**config.mk**
```make
export PLATFORM = sky130hd
export DESIGN_NAME = mult_ctrl_flat
export DESIGN_NICKNAME = d
export VERILOG_FILES = /design/src/rtl/mult_ctrl_if.sv /design/src/rtl/mult_ctrl.sv /design/src/flat_wrapper.sv
export SDC_FILE = /design/constraint.sdc
export NUM_CORES = 1
export LEC_CHECK = 0
export CORE_UTILIZATION = 60
export DETAILED_ROUTE_END_ITERATION = 10
export DONT_BUFFER_PORTS = 1
export PLACE_DENSITY = 0.79
export SETUP_SLACK_MARGIN = 0.4
export SLEW_MARGIN = 10
export SYNTH_ARGS = -nofsm -noshare
export SYNTH_HDL_FRONTEND = slang
export SYNTH_SLANG_ARGS = --single-unit
export TNS_END_PERCENT = 20
```
**constraint.sdc**
```tcl
create_clock -name clk -period 9.31 [get_ports clk]
set_input_delay 2.3275 -clock clk [delete_from_list [all_inputs] [get_ports clk]]
set_output_delay 2.3275 -clock clk [all_outputs]
set_load 0.1 [all_outputs]
```
**src/rtl/mult_ctrl_if.sv**
```systemverilog
// Bundle between the execute stage, mult_ctrl and the attached signed multiplier.
// slave is the mult_ctrl side; master is the execute stage plus multiplier side.
interface mult_ctrl_if;
  logic        start;
  logic        madd;
  logic [31:0] op_a;
  logic [31:0] op_b;
  logic [31:0] mul_a;
  logic [31:0] mul_b;
  logic [31:0] mul_lo;
  logic [31:0] mul_hi;
  logic        mthi_we;
  logic        mtlo_we;
  logic [31:0] wdata;
  logic        rd_req;
  logic [31:0] hi;
  logic [31:0] lo;
  logic        busy;
  logic        done;
  logic        stall;

  modport slave (
    input  start, madd, op_a, op_b, mul_lo, mul_hi, mthi_we, mtlo_we, wdata, rd_req,
    output mul_a, mul_b, hi, lo, busy, done, stall
  );

  modport master (
    output start, madd, op_a, op_b, mul_lo, mul_hi, mthi_we, mtlo_we, wdata, rd_req,
    input  mul_a, mul_b, hi, lo, busy, done, stall
  );
endinterface

```
**src/rtl/mult_ctrl.sv**
```systemverilog
// HI/LO control stage in front of a fixed-latency signed 32x32 multiplier.
// Holds operands for MULT_LATENCY edges, then overwrites or accumulates {hi,lo}.
module mult_ctrl #(
  parameter int MULT_LATENCY = 32
) (
  input  logic        clk,
  input  logic        rst_n,
  mult_ctrl_if.slave  bus
);
  localparam int CNT_W = 8;

  typedef enum logic [1:0] {IDLE, RUN, DONE} state_e;

  state_e      state_q, state_d;
  logic [CNT_W-1:0] cnt_q, cnt_d;
  logic        acc_q, acc_d;
  logic [31:0] mul_a_q, mul_a_d;
  logic [31:0] mul_b_q, mul_b_d;
  logic [31:0] hi_q, hi_d;
  logic [31:0] lo_q, lo_d;
  logic [63:0] sum;

  assign sum = {hi_q, lo_q} + {bus.mul_hi, bus.mul_lo};

  always_ff @(posedge clk or negedge rst_n) begin
    if (!rst_n) begin
      state_q <= IDLE;
      cnt_q   <= '0;
      acc_q   <= 1'b0;
      mul_a_q <= '0;
      mul_b_q <= '0;
      hi_q    <= '0;
      lo_q    <= '0;
    end else begin
      state_q <= state_d;
      cnt_q   <= cnt_d;
      acc_q   <= acc_d;
      mul_a_q <= mul_a_d;
      mul_b_q <= mul_b_d;
      hi_q    <= hi_d;
      lo_q    <= lo_d;
    end
  end

  always_comb begin
    state_d = state_q;
    cnt_d   = cnt_q;
    acc_d   = acc_q;
    mul_a_d = mul_a_q;
    mul_b_d = mul_b_q;
    hi_d    = hi_q;
    lo_d    = lo_q;
    case (state_q)
      RUN: begin
        // start/MTHI/MTLO are dropped here; operands stay frozen for the multiplier
        if (cnt_q != '0) begin
          cnt_d = cnt_q - 1'b1;
        end else begin
          if (acc_q) {hi_d, lo_d} = sum;
          else       {hi_d, lo_d} = {bus.mul_hi, bus.mul_lo};
          state_d = DONE;
        end
      end
      default: begin
        if (bus.mthi_we) hi_d = bus.wdata;
        if (bus.mtlo_we) lo_d = bus.wdata;
        if (bus.start) begin
          mul_a_d = bus.op_a;
          mul_b_d = bus.op_b;
          acc_d   = bus.madd;
          cnt_d   = CNT_W'(MULT_LATENCY - 1);
          state_d = RUN;
        end else begin
          state_d = IDLE;
        end
      end
    endcase
  end

  assign bus.mul_a = mul_a_q;
  assign bus.mul_b = mul_b_q;
  assign bus.hi    = hi_q;
  assign bus.lo    = lo_q;
  assign bus.busy  = (state_q == RUN);
  assign bus.done  = (state_q == DONE);
  assign bus.stall = bus.rd_req & bus.busy;
endmodule

```
**src/flat_wrapper.sv**
```systemverilog
// flat-port wrapper written by rule: the top's interface ports become plain ports
module mult_ctrl_flat 
#(
  parameter int MULT_LATENCY = 32
)
  (clk, rst_n, bus_start, bus_madd, bus_op_a, bus_op_b, bus_mul_lo, bus_mul_hi, bus_mthi_we, bus_mtlo_we, bus_wdata, bus_rd_req, bus_mul_a, bus_mul_b, bus_hi, bus_lo, bus_busy, bus_done, bus_stall);
  mult_ctrl_if bus_i ();
  input  logic clk;
  input  logic rst_n;
  input wire logic [$bits(bus_i.start)-1:0] bus_start;
  input wire logic [$bits(bus_i.madd)-1:0] bus_madd;
  input wire logic [$bits(bus_i.op_a)-1:0] bus_op_a;
  input wire logic [$bits(bus_i.op_b)-1:0] bus_op_b;
  input wire logic [$bits(bus_i.mul_lo)-1:0] bus_mul_lo;
  input wire logic [$bits(bus_i.mul_hi)-1:0] bus_mul_hi;
  input wire logic [$bits(bus_i.mthi_we)-1:0] bus_mthi_we;
  input wire logic [$bits(bus_i.mtlo_we)-1:0] bus_mtlo_we;
  input wire logic [$bits(bus_i.wdata)-1:0] bus_wdata;
  input wire logic [$bits(bus_i.rd_req)-1:0] bus_rd_req;
  output wire logic [$bits(bus_i.mul_a)-1:0] bus_mul_a;
  output wire logic [$bits(bus_i.mul_b)-1:0] bus_mul_b;
  output wire logic [$bits(bus_i.hi)-1:0] bus_hi;
  output wire logic [$bits(bus_i.lo)-1:0] bus_lo;
  output wire logic [$bits(bus_i.busy)-1:0] bus_busy;
  output wire logic [$bits(bus_i.done)-1:0] bus_done;
  output wire logic [$bits(bus_i.stall)-1:0] bus_stall;
  assign bus_i.start = bus_start;
  assign bus_i.madd = bus_madd;
  assign bus_i.op_a = bus_op_a;
  assign bus_i.op_b = bus_op_b;
  assign bus_i.mul_lo = bus_mul_lo;
  assign bus_i.mul_hi = bus_mul_hi;
  assign bus_i.mthi_we = bus_mthi_we;
  assign bus_i.mtlo_we = bus_mtlo_we;
  assign bus_i.wdata = bus_wdata;
  assign bus_i.rd_req = bus_rd_req;
  assign bus_mul_a = bus_i.mul_a;
  assign bus_mul_b = bus_i.mul_b;
  assign bus_hi = bus_i.hi;
  assign bus_lo = bus_i.lo;
  assign bus_busy = bus_i.busy;
  assign bus_done = bus_i.done;
  assign bus_stall = bus_i.stall;
  mult_ctrl #(.MULT_LATENCY(MULT_LATENCY)) u_core (.clk(clk), .rst_n(rst_n), .bus(bus_i));
endmodule
```
Yosys cells after proc, flatten, opt, wreduce, memory -nomap -nowiden
Cells that the tools add are included.
{"block": "word_totals", "ff_bits": 139, "latchBits": 0, "mem_bits_rw": 0, "rom_bits": 0, "output_inout_bits": 131, "mem_count": 0}
{"block": "op_classes", "n_addsub": 2, "multipliers": 0, "div_mod_pow": 0, "n_lt_le_gt_ge": 0, "eq_ne": 4, "n_shift": 0, "n_mux": 14, "bitwise_logic": 2, "reduce_logical": 8}
{"op": "$mux 32", "n": 8}
{"op": "$add 64x64->64", "n": 1}
{"op": "$mux 8", "n": 3}
{"op": "$reduce_and 2->1", "n": 4}
{"op": "$reduce_bool 8->1", "n": 1}
{"op": "$sub 8x1->8 const B", "n": 1}
{"op": "$reduce_bool 2->1", "n": 3}
{"op": "$mux 2", "n": 2}
{"op": "$ne 2x2->1 const B", "n": 2}
{"op": "$eq 2x1->1 const B", "n": 1}
{"op": "$eq 2x2->1 const B", "n": 1}
{"op": "$and 1x1->1", "n": 1}
{"op": "$mux 1", "n": 1}
{"op": "$not 1->1", "n": 1}

Longest topological paths before layout
Gate-level depths: netlist of the first run.
{"block": "depth", "ltp_word": 4, "depth_mapped": 12}

Least setup slack after synthesis of the first run
Ideal clock, no wire load.
{"block": "synth_path", "path_kind": "input to output", "start": "input bus_rd_req", "end": "output bus_stall", "arrival_ns": 3.062, "required_ns": 6.983, "path_slack_ns": 3.921, "stages": 1, "n_path_buf": 0, "cell_sequence": "and2_1"}
{"block": "synth_between", "elab_chain_cells": 1}
{"element": "start: declaration", "line": "flat_wrapper.sv:19", "rtl": "input wire logic [$bits(bus_i.rd_req)-1:0] bus_rd_req;"}
{"element": "$and 1x1->1", "line": "mult_ctrl.sv:86", "rtl": "assign bus.stall = bus.rd_req & bus.busy;"}
{"element": "end: declaration", "line": "flat_wrapper.sv:26", "rtl": "output wire logic [$bits(bus_i.stall)-1:0] bus_stall;"}
No other way between the ends.

Worst setup path in the final report of the first run
Same ends and word-level chain as after synthesis.

==> summary.md, run 1 <==
| Metric | Value |
|---|---|
| Run status | finished clean |
| Max-slew violation count | 0 |
| Arrival time worst endpoint | 3.07 ns |
| Hold-fix buffers, CTS | 0 |
| Vias in the first global route | 8,651 |
| Kind of start point of the critical path | primary input |
| TritonCTS clock tree | built |
| CP Buf/Inv Count | 0 |
| Overall routing resource usage | 36.0% |
| Clock insertion delay at the later pin of the skew report | 0.43 ns |
| Ys async rst share | between 90% and 100% |
| Placer congestion estimate | 0.962 |
| Area share of the leading cell type in the synthesized netlist | 34.5% |
| Wire length of the first global-routing pass | 47,900 microns |
| Post-CTS setup buffer count | 0 |
| Final TNS setup | 0 ns |
| Clock-pin slew on the worst setup and hold paths | 0.06 ns |
| DRC violation total after the first TritonRoute iteration | about 850 |
| Delay of the slowest cell on the worst path | 0.74 ns |
| Layout cells sized above 1 | 13.0% |
| Total number of placement rows | 47 |
| ANT nets after route | 0 |
| Layout net count | roughly 1,300 |
| Die span in y | 132 microns |
| Count of port buffers added during placement | 0 |
| Area of the core region | 16,500 sq um |
| Highest clock frequency the design can meet | 0.185 GHz |
| Crit share post-route | 58.0% |
| Number of optimization iterations in the first detailed-route pass | 7 |
| Max-Cap Viols | 0 |
| Number of vias after detailed routing | 8,965 |
| Number of flops mapped to enable cells by yosys | 0 |
| Cell count after synthesis | between 1,000 and 1,500 |
| Synth-to-layout area growth | 6.57% |
| Initial standard-cell utilization of the core | 61.2% |
| Drt wl/cell | 23.4 microns |
| Initial antenna violation count | 3 |
| Clk root buf | clkbuf_16 |
| Dominant synthesized flop cell | dfrtp_1 |
| Endpoint type of the worst setup path | output port |
| Family of cells with the greatest summed delay on the critical path | simple AND/OR/NAND/NOR gates |
| Num Clock Sinks | 139 |
| Cell type with the largest total area after synthesis | dfrtp_1 |
| Number of distinct library cell variants in the gate-level netlist after synthesis | a little under 90 |
| Max H-tree Level | 4 |
| Transition time at the pin with the least slew margin | ~1.2 ns |
| Cell count after placement | ~1,300 |
| Shortest clock period the worst path allows after layout | about 5.4 ns |
| Portion of the post-synthesis area used by sequential elements | 34.5% |
| Count of endpoints failing hold in the final timing report | 0 |
| Cell breakdown of the critical path | and2_1 |
| Post-synthesis net count | 1,367 |
| Top post-synthesis cells by area | dfrtp_1 (35%), ha_1 (8.1%), mux2_2 (7.3%) |
| Total wire length after detailed routing | ~31,000 microns |
| Required arrival time at the worst endpoint | 6.98 ns |
| Total half-perimeter wirelength after legalization and detailed placement | between 20,000 and 25,000 microns |
| Number of top-level pins | 298 |
| Non-filler instance count after layout | between 1,000 and 1,500 |
| Unrepaired setup endpoints after global routing | no |
| Netlist Area Pre-Place | between 10,000 and 15,000 sq um |
| Path type of the worst setup path | in2out |
| Hold crit path type | reg2reg |
| Worst slew margin relative to its limit | 22.0% |
| Slowest cell on the critical path | and2_1 |
| Number of storage elements in the synthesis netlist | around 140 |
| Die Width | 132 microns |
| Clock buffers created by TritonCTS | 17 |
| Mean Syn Cell Area | slightly below 9 sq um |
| Number of warnings reported in the yosys synthesis log | 0 |
| Total congestion overflow | 0 |
| Vias per cell | ~6.7 |
| Number of gates given a new drive strength after cts | 0 |
| Maximum number of pins on one net before global-route repair | between 100 and 150 |
| Number of buffers between clock root and the deepest sink | 2 |
| Top fanout value on the critical path | 1 |
| Final setup viols | 0 |
| Count of unresolved DRC violations after routing | 0 |
| Die ar. | 17,300 sq um |
| Maximum clock skew at final layout | 0.00892 ns |
==> logic make-up (layout without fill, tap and decap cells) <==
kind of cell / Yosys count / count (layout) / share of synthesized area [%]
AO/OA/AOI/OAI: 405 / 405 / 25.8
XOR/XNOR: 60 / 60 / 5.22
adder cells (fa/ha/maj): 66 / 66 / 8.27
buffers and inverters: 76 / 52 / 3.66
flip-flops: 139 / 139 / 34.5
multiplexers: 79 / 79 / 8.66
other: 0 / 5 / 0
AND/OR/NAND/NOR: 309 / 309 / 13.9
==> worst paths after layout <==
path                       slack, ns  cells after the start                         start                       endpoint
setup / recovery                3.91                      1                    bus_rd_req                      bus_stall
hold / removal                  0.53                      2   u_core.cnt_q[2]$_DFFE_PN0P_    u_core.cnt_q[2]$_DFFE_PN0P_
setup reg to reg                5.23                     12  u_core.bus.lo[0]$_DFFE_PN0P_  u_core.bus.hi[20]$_DFFE_PN0P_
hold reg to reg                 0.53                      2   u_core.cnt_q[2]$_DFFE_PN0P_    u_core.cnt_q[2]$_DFFE_PN0P_
max in group asynchronous       7.31                      0                         rst_n  u_core.bus.lo[15]$_DFFE_PN0P_
min in group asynchronous       1.58                      0                         rst_n  u_core.bus.lo[17]$_DFFE_PN0P_
==> cell usage in the layout, fill, tap and decap left out, types with 6 or more instances in the layout <==
master | netlist | final
clkbuf_16 | 0 | 17
nor3_1 | 11 | 11
o21a_1 | 10 | 10
o22ai_1 | 15 | 15
o21bai_1 | 17 | 17
nor2_1 | 109 | 109
xor2_1 | 25 | 25
a221oi_1 | 8 | 8
ha_1 | 65 | 65
a21o_1 | 31 | 31
xnor2_1 | 35 | 35
or3_1 | 10 | 10
inv_1 | 13 | 13
nand2b_1 | 10 | 9
mux2i_1 | 14 | 14
mux2_2 | 65 | 65
o31ai_1 | 6 | 6
nand2_1 | 110 | 109
nand3_1 | 11 | 11
o21ai_0 | 86 | 86
a211oi_1 | 16 | 16
o21ai_1 | 6 | 6
o221ai_1 | 8 | 8
nand4_1 | 20 | 20
a21oi_1 | 145 | 143
dfrtp_1 | 139 | 138
==> per-stage QoR <==
stage	area, sq um	setup slack (ns)	utilization [%]	hold WS [ns]
2_1_floorplan	10100	3.92	-	0.478
3_3_place_gp	10100	3.91	61.3	0.509
3_5_place_dp	10100	3.91	61.3	0.520
4_1_cts	10700	3.91	65.1	0.533
5_1_grt	10700	3.91	65.2	0.573
6_report	10700	3.91	65.2	0.532
==> cell type report <==
cell class	count	area (sq um)
fill	1358	5730
sequential	139	3480
clock buffer	17	425
timing repair buffer	5	37.5
inverter	15	56.3
multi-input combinational	919	6250
tap	220	275
antenna	5	12.5
clock inverter	15	200
==> metal layers <==
layer / global-route usage [%] / wire length, microns / vias up
met4: 19.1 / 1610 / 0
li1: - / - / 4107
met3: 10.9 / 3070 / 78
met5: 0 / 0 / -
met1: 42.9 / 11800 / 4297
met2: 58.2 / 14700 / 483
==> sequential cells by signal (all words and copies together), names as in the netlist <==
| signal | flops |
|---|---|
| u_core.bus.lo | 32 |
| u_core.bus.mul_b | 32 |
| u_core.state_q | 2 |
| u_core.bus.mul_a | 32 |
| u_core.bus.hi | 32 |
| u_core.cnt_q | 8 |
| u_core.acc_q | 1 |
==> synthesized netlist by cell type (13+ instances only) <==
library cell    n
a21oi_1       145
dfrtp_1       139
nand2_1       110
nor2_1        109
o21ai_0        86
ha_1           65
mux2_2         65
clkbuf_1       37
xnor2_1        35
a21o_1         31
xor2_1         25
nand4_1        20
o21bai_1       17
a211oi_1       16
o22ai_1        15
mux2i_1        14
inv_1          13
Power of run 1 is not shown: default switching activity piles up to over one toggle a cycle in this logic, so the estimate is an artifact.
==> run 2, diff against run 1 <==
- CORE_UTILIZATION: 60 -> 59
- PLACE_DENSITY: 0.79 -> 0.81
- clock period: 9.31 -> 4.5 ns (I/O delays scaled with it)
==> run 2 against run 1 <==
First-iteration DRC count fell by 2.2%; global-route usage rose by 0.42 points; clock skew grew 0.0055 ns; count of clock-buffer cells in the layout up 1; largest cell class unchanged; critical endpoint is now u_core.bus.hi[8]$_DFFE_PN0P_; final cell count increased by 4.4%; utilization rose by 1.8 points; design area rose by 3.8%; via count increased by 2.2%; die area is 1.7% higher; setup slack got worse by 3.1 ns; highest routed layer unchanged.
==> summary.md, run 2 (synthesis results as in run 1) <==
| Metric | Value |
|---|---|
| Final instance area | 11,100 sq um (+3.8%) |
| Layout cells sized above 1 | 17.5% (+4.5 points) |
| Total congestion overflow | 0 (unchanged) |
| Num Clock Sinks | 139 (unchanged) |
| Cell count after placement | 1,360 (+4.8%) |
| Initial standard-cell utilization of the core | 60.5% (-0.65 points) |
| Synth-to-layout area growth | 10.6% |
| Final TNS setup | 0 ns (unchanged) |
| Total number of placement rows | 47 (unchanged) |
| Setup slack on the worst flop-to-flop path | 0.84 ns (-4.39 ns) |
| Hold crit path type | in2async |
| Number of filler instances in the final layout | 1,372 (+1.0%) |
| Wire length of the first global-routing pass | 49,200 microns (+2.7%) |
| Top fanout value on the critical path | 4 (+3) |
| Final setup slack of the worst path | 0.816 ns (-3.10 ns) |
| TritonCTS clock tree | built |
| Path type of the worst setup path | in2reg |
| Area of the core region | 16,600 sq um (+1.1%) |
| Count of unresolved DRC violations after routing | 0 (unchanged) |
| Die ar. | 17,600 sq um (+1.7%) |
| Shortest clock period the worst path allows after layout | around 3.7 ns |
| Overall routing resource usage | 36.4% (+0.42 points) |
| Final setup viols | 0 (unchanged) |
| Layout net count | 1,392 (+4.7%) |
| Number of top-level pins | 298 (unchanged) |
| Initial antenna violation count | 1 (-2) |
| Number of optimization iterations in the first detailed-route pass | 7 (unchanged) |
| Placer congestion estimate | 0.978 (+1.6%) |
| Unrepaired setup endpoints after global routing | no |
| Required arrival time at the worst endpoint | 4.86 ns (-2.12 ns) |
| Crit share post-route | 81.9% |
| Highest-count cells in the layout ignoring fill and taps | a21oi_1 (144), dfrtp_1 (138), nor2_1 (109), nand2_1 (109), o21ai_0 (86) |
| Die span in y | 133 microns (+0.83%) |
| Commonest non-fill, non-tap cell in the layout | a21oi_1 |
| Worst r2r dst | u_core.bus.hi[29]$_DFFE_PN0P_ |
| Count of endpoints failing hold in the final timing report | 0 (unchanged) |
| Max H-tree Level | 4 (unchanged) |
| Cell area reported after detailed placement | 10,600 sq um (+4.6%) |
| Max-Cap Viols | 0 (unchanged) |
| Transition time at the pin with the least slew margin | 1.10 ns (-0.0628 ns) |
| Hold-fix buffers, CTS | 0 (unchanged) |
| Count of port buffers added during placement | 0 (unchanged) |
| Setup slack after placement | 0.407 ns (-3.51 ns) |
| ANT nets after route | 0 (unchanged) |
| Die Width | 133 microns (+0.83%) |
| Post-CTS setup buffer count | 0 (unchanged) |
| Endpoint type of the worst setup path | flop |
| Highest clock frequency the design can meet | approximately 0.27 GHz |
| Clk root buf | clkbuf_16 |
| Clock buffers created by TritonCTS | 17 (unchanged) |
| Number of vias after detailed routing | 9,159 (+2.2%) |
| Worst slew margin relative to its limit | 26.2% (+4.2 points) |
| Total half-perimeter wirelength after legalization and detailed placement | 23,900 microns (+2.3%) |
| Arrival time worst endpoint | 4.04 ns (+0.97 ns) |
| Total wire length after detailed routing | 32,000 microns (+2.5%) |
| Drt wl/cell | 22.9 microns (-1.9%) |
| DRC violation total after the first TritonRoute iteration | 827 (-2.2%) |
| Kind of start point of the critical path | primary input |
| Run status | finished clean |
| R2R depth | 13 (+1) |
| Max-slew violation count | 0 (unchanged) |
| Non-filler instance count after layout | 1,394 (+4.4%) |
| Maximum number of pins on one net before global-route repair | 140 (unchanged) |
| Maximum clock skew at final layout | 0.0144 ns (+0.00550 ns) |
| Area used by multi-input combinational logic | 6240 sq um (about the same) |
| Sequential cell area | 3480 sq um (unchanged) |
| Critical R2R Launch | u_core.bus.lo[4]$_DFFE_PN0P_ |
| Clock insertion delay at the later pin of the skew report | 0.44 ns (about the same) |
| Vias in the first global route | 8,965 (+3.6%) |
| Vias per cell | 6.57 (-2.2%) |
| Number of buffers between clock root and the deepest sink | 2 (unchanged) |
| Number of gates given a new drive strength after cts | 0 (unchanged) |
| Clock-pin slew on the worst setup and hold paths | 0.07 ns (about the same) |
run 2: area by class of cell:
class,count,share of cell area [%]
Antenna cell,2,0.0449
Clock buffer,18,3.94
Clock inverter,14,1.28
Inverter,15,0.505
Multi-Input combinational cell,919,56.0
Sequential cell,139,31.2
Tap cell,220,2.47
Timing Repair Buffer,67,4.51
run 2: per-stage QoR:
stage               hold slack [ns]  utilization, %
global placement              0.508            63.4
detailed placement            0.525            63.4
floorplan                     0.478               -
CTS                           0.380            66.9
finish                        0.377            67.0
global route                  0.374            67.0
run 2: metal layers:
| layer | global-route usage (%) | share of wire [%] | vias to the layer above |
|---|---|---|---|
| met5 | 0 | 0 | - |
| met4 | 21.7 | 5.9 | 0 |
| met3 | 12.6 | 11 | 105 |
| met2 | 56.2 | 44 | 511 |
| met1 | 44.0 | 39 | 4323 |
| li1 | - | - | 4220 |
run 2: worst max-delay path by stage:
stage | startpoint | end | cells past startpoint
3_5_place_dp | bus_mul_lo[14] | u_core.bus.hi[29]$_DFFE_PN0P_ | 12
6_report | bus_mul_lo[0] | u_core.bus.hi[8]$_DFFE_PN0P_ | 12
2_1_floorplan | u_core.state_q[1]$_DFFE_PN0P_ | bus_stall | 6
5_1_grt | u_core.bus.lo[4]$_DFFE_PN0P_ | u_core.bus.hi[29]$_DFFE_PN0P_ | 13
3_3_place_gp | bus_mul_lo[0] | u_core.bus.hi[18]$_DFFE_PN0P_ | 12
4_1_cts | bus_mul_lo[0] | u_core.bus.hi[18]$_DFFE_PN0P_ | 12
run 2: worst max-delay path, cell delays in order:
cell      delay (ns)
ha_1            0.21
fa_1            0.44
a21o_1          0.22
a221o_2         0.38
a311o_2         0.40
and3_4          0.20
o21ai_4         0.24
o21bai_1        0.14
a21oi_1         0.28
o21ai_1         0.11
xnor2_1         0.13
a21oi_1         0.16
Power of run 2 is left out for the same reason.
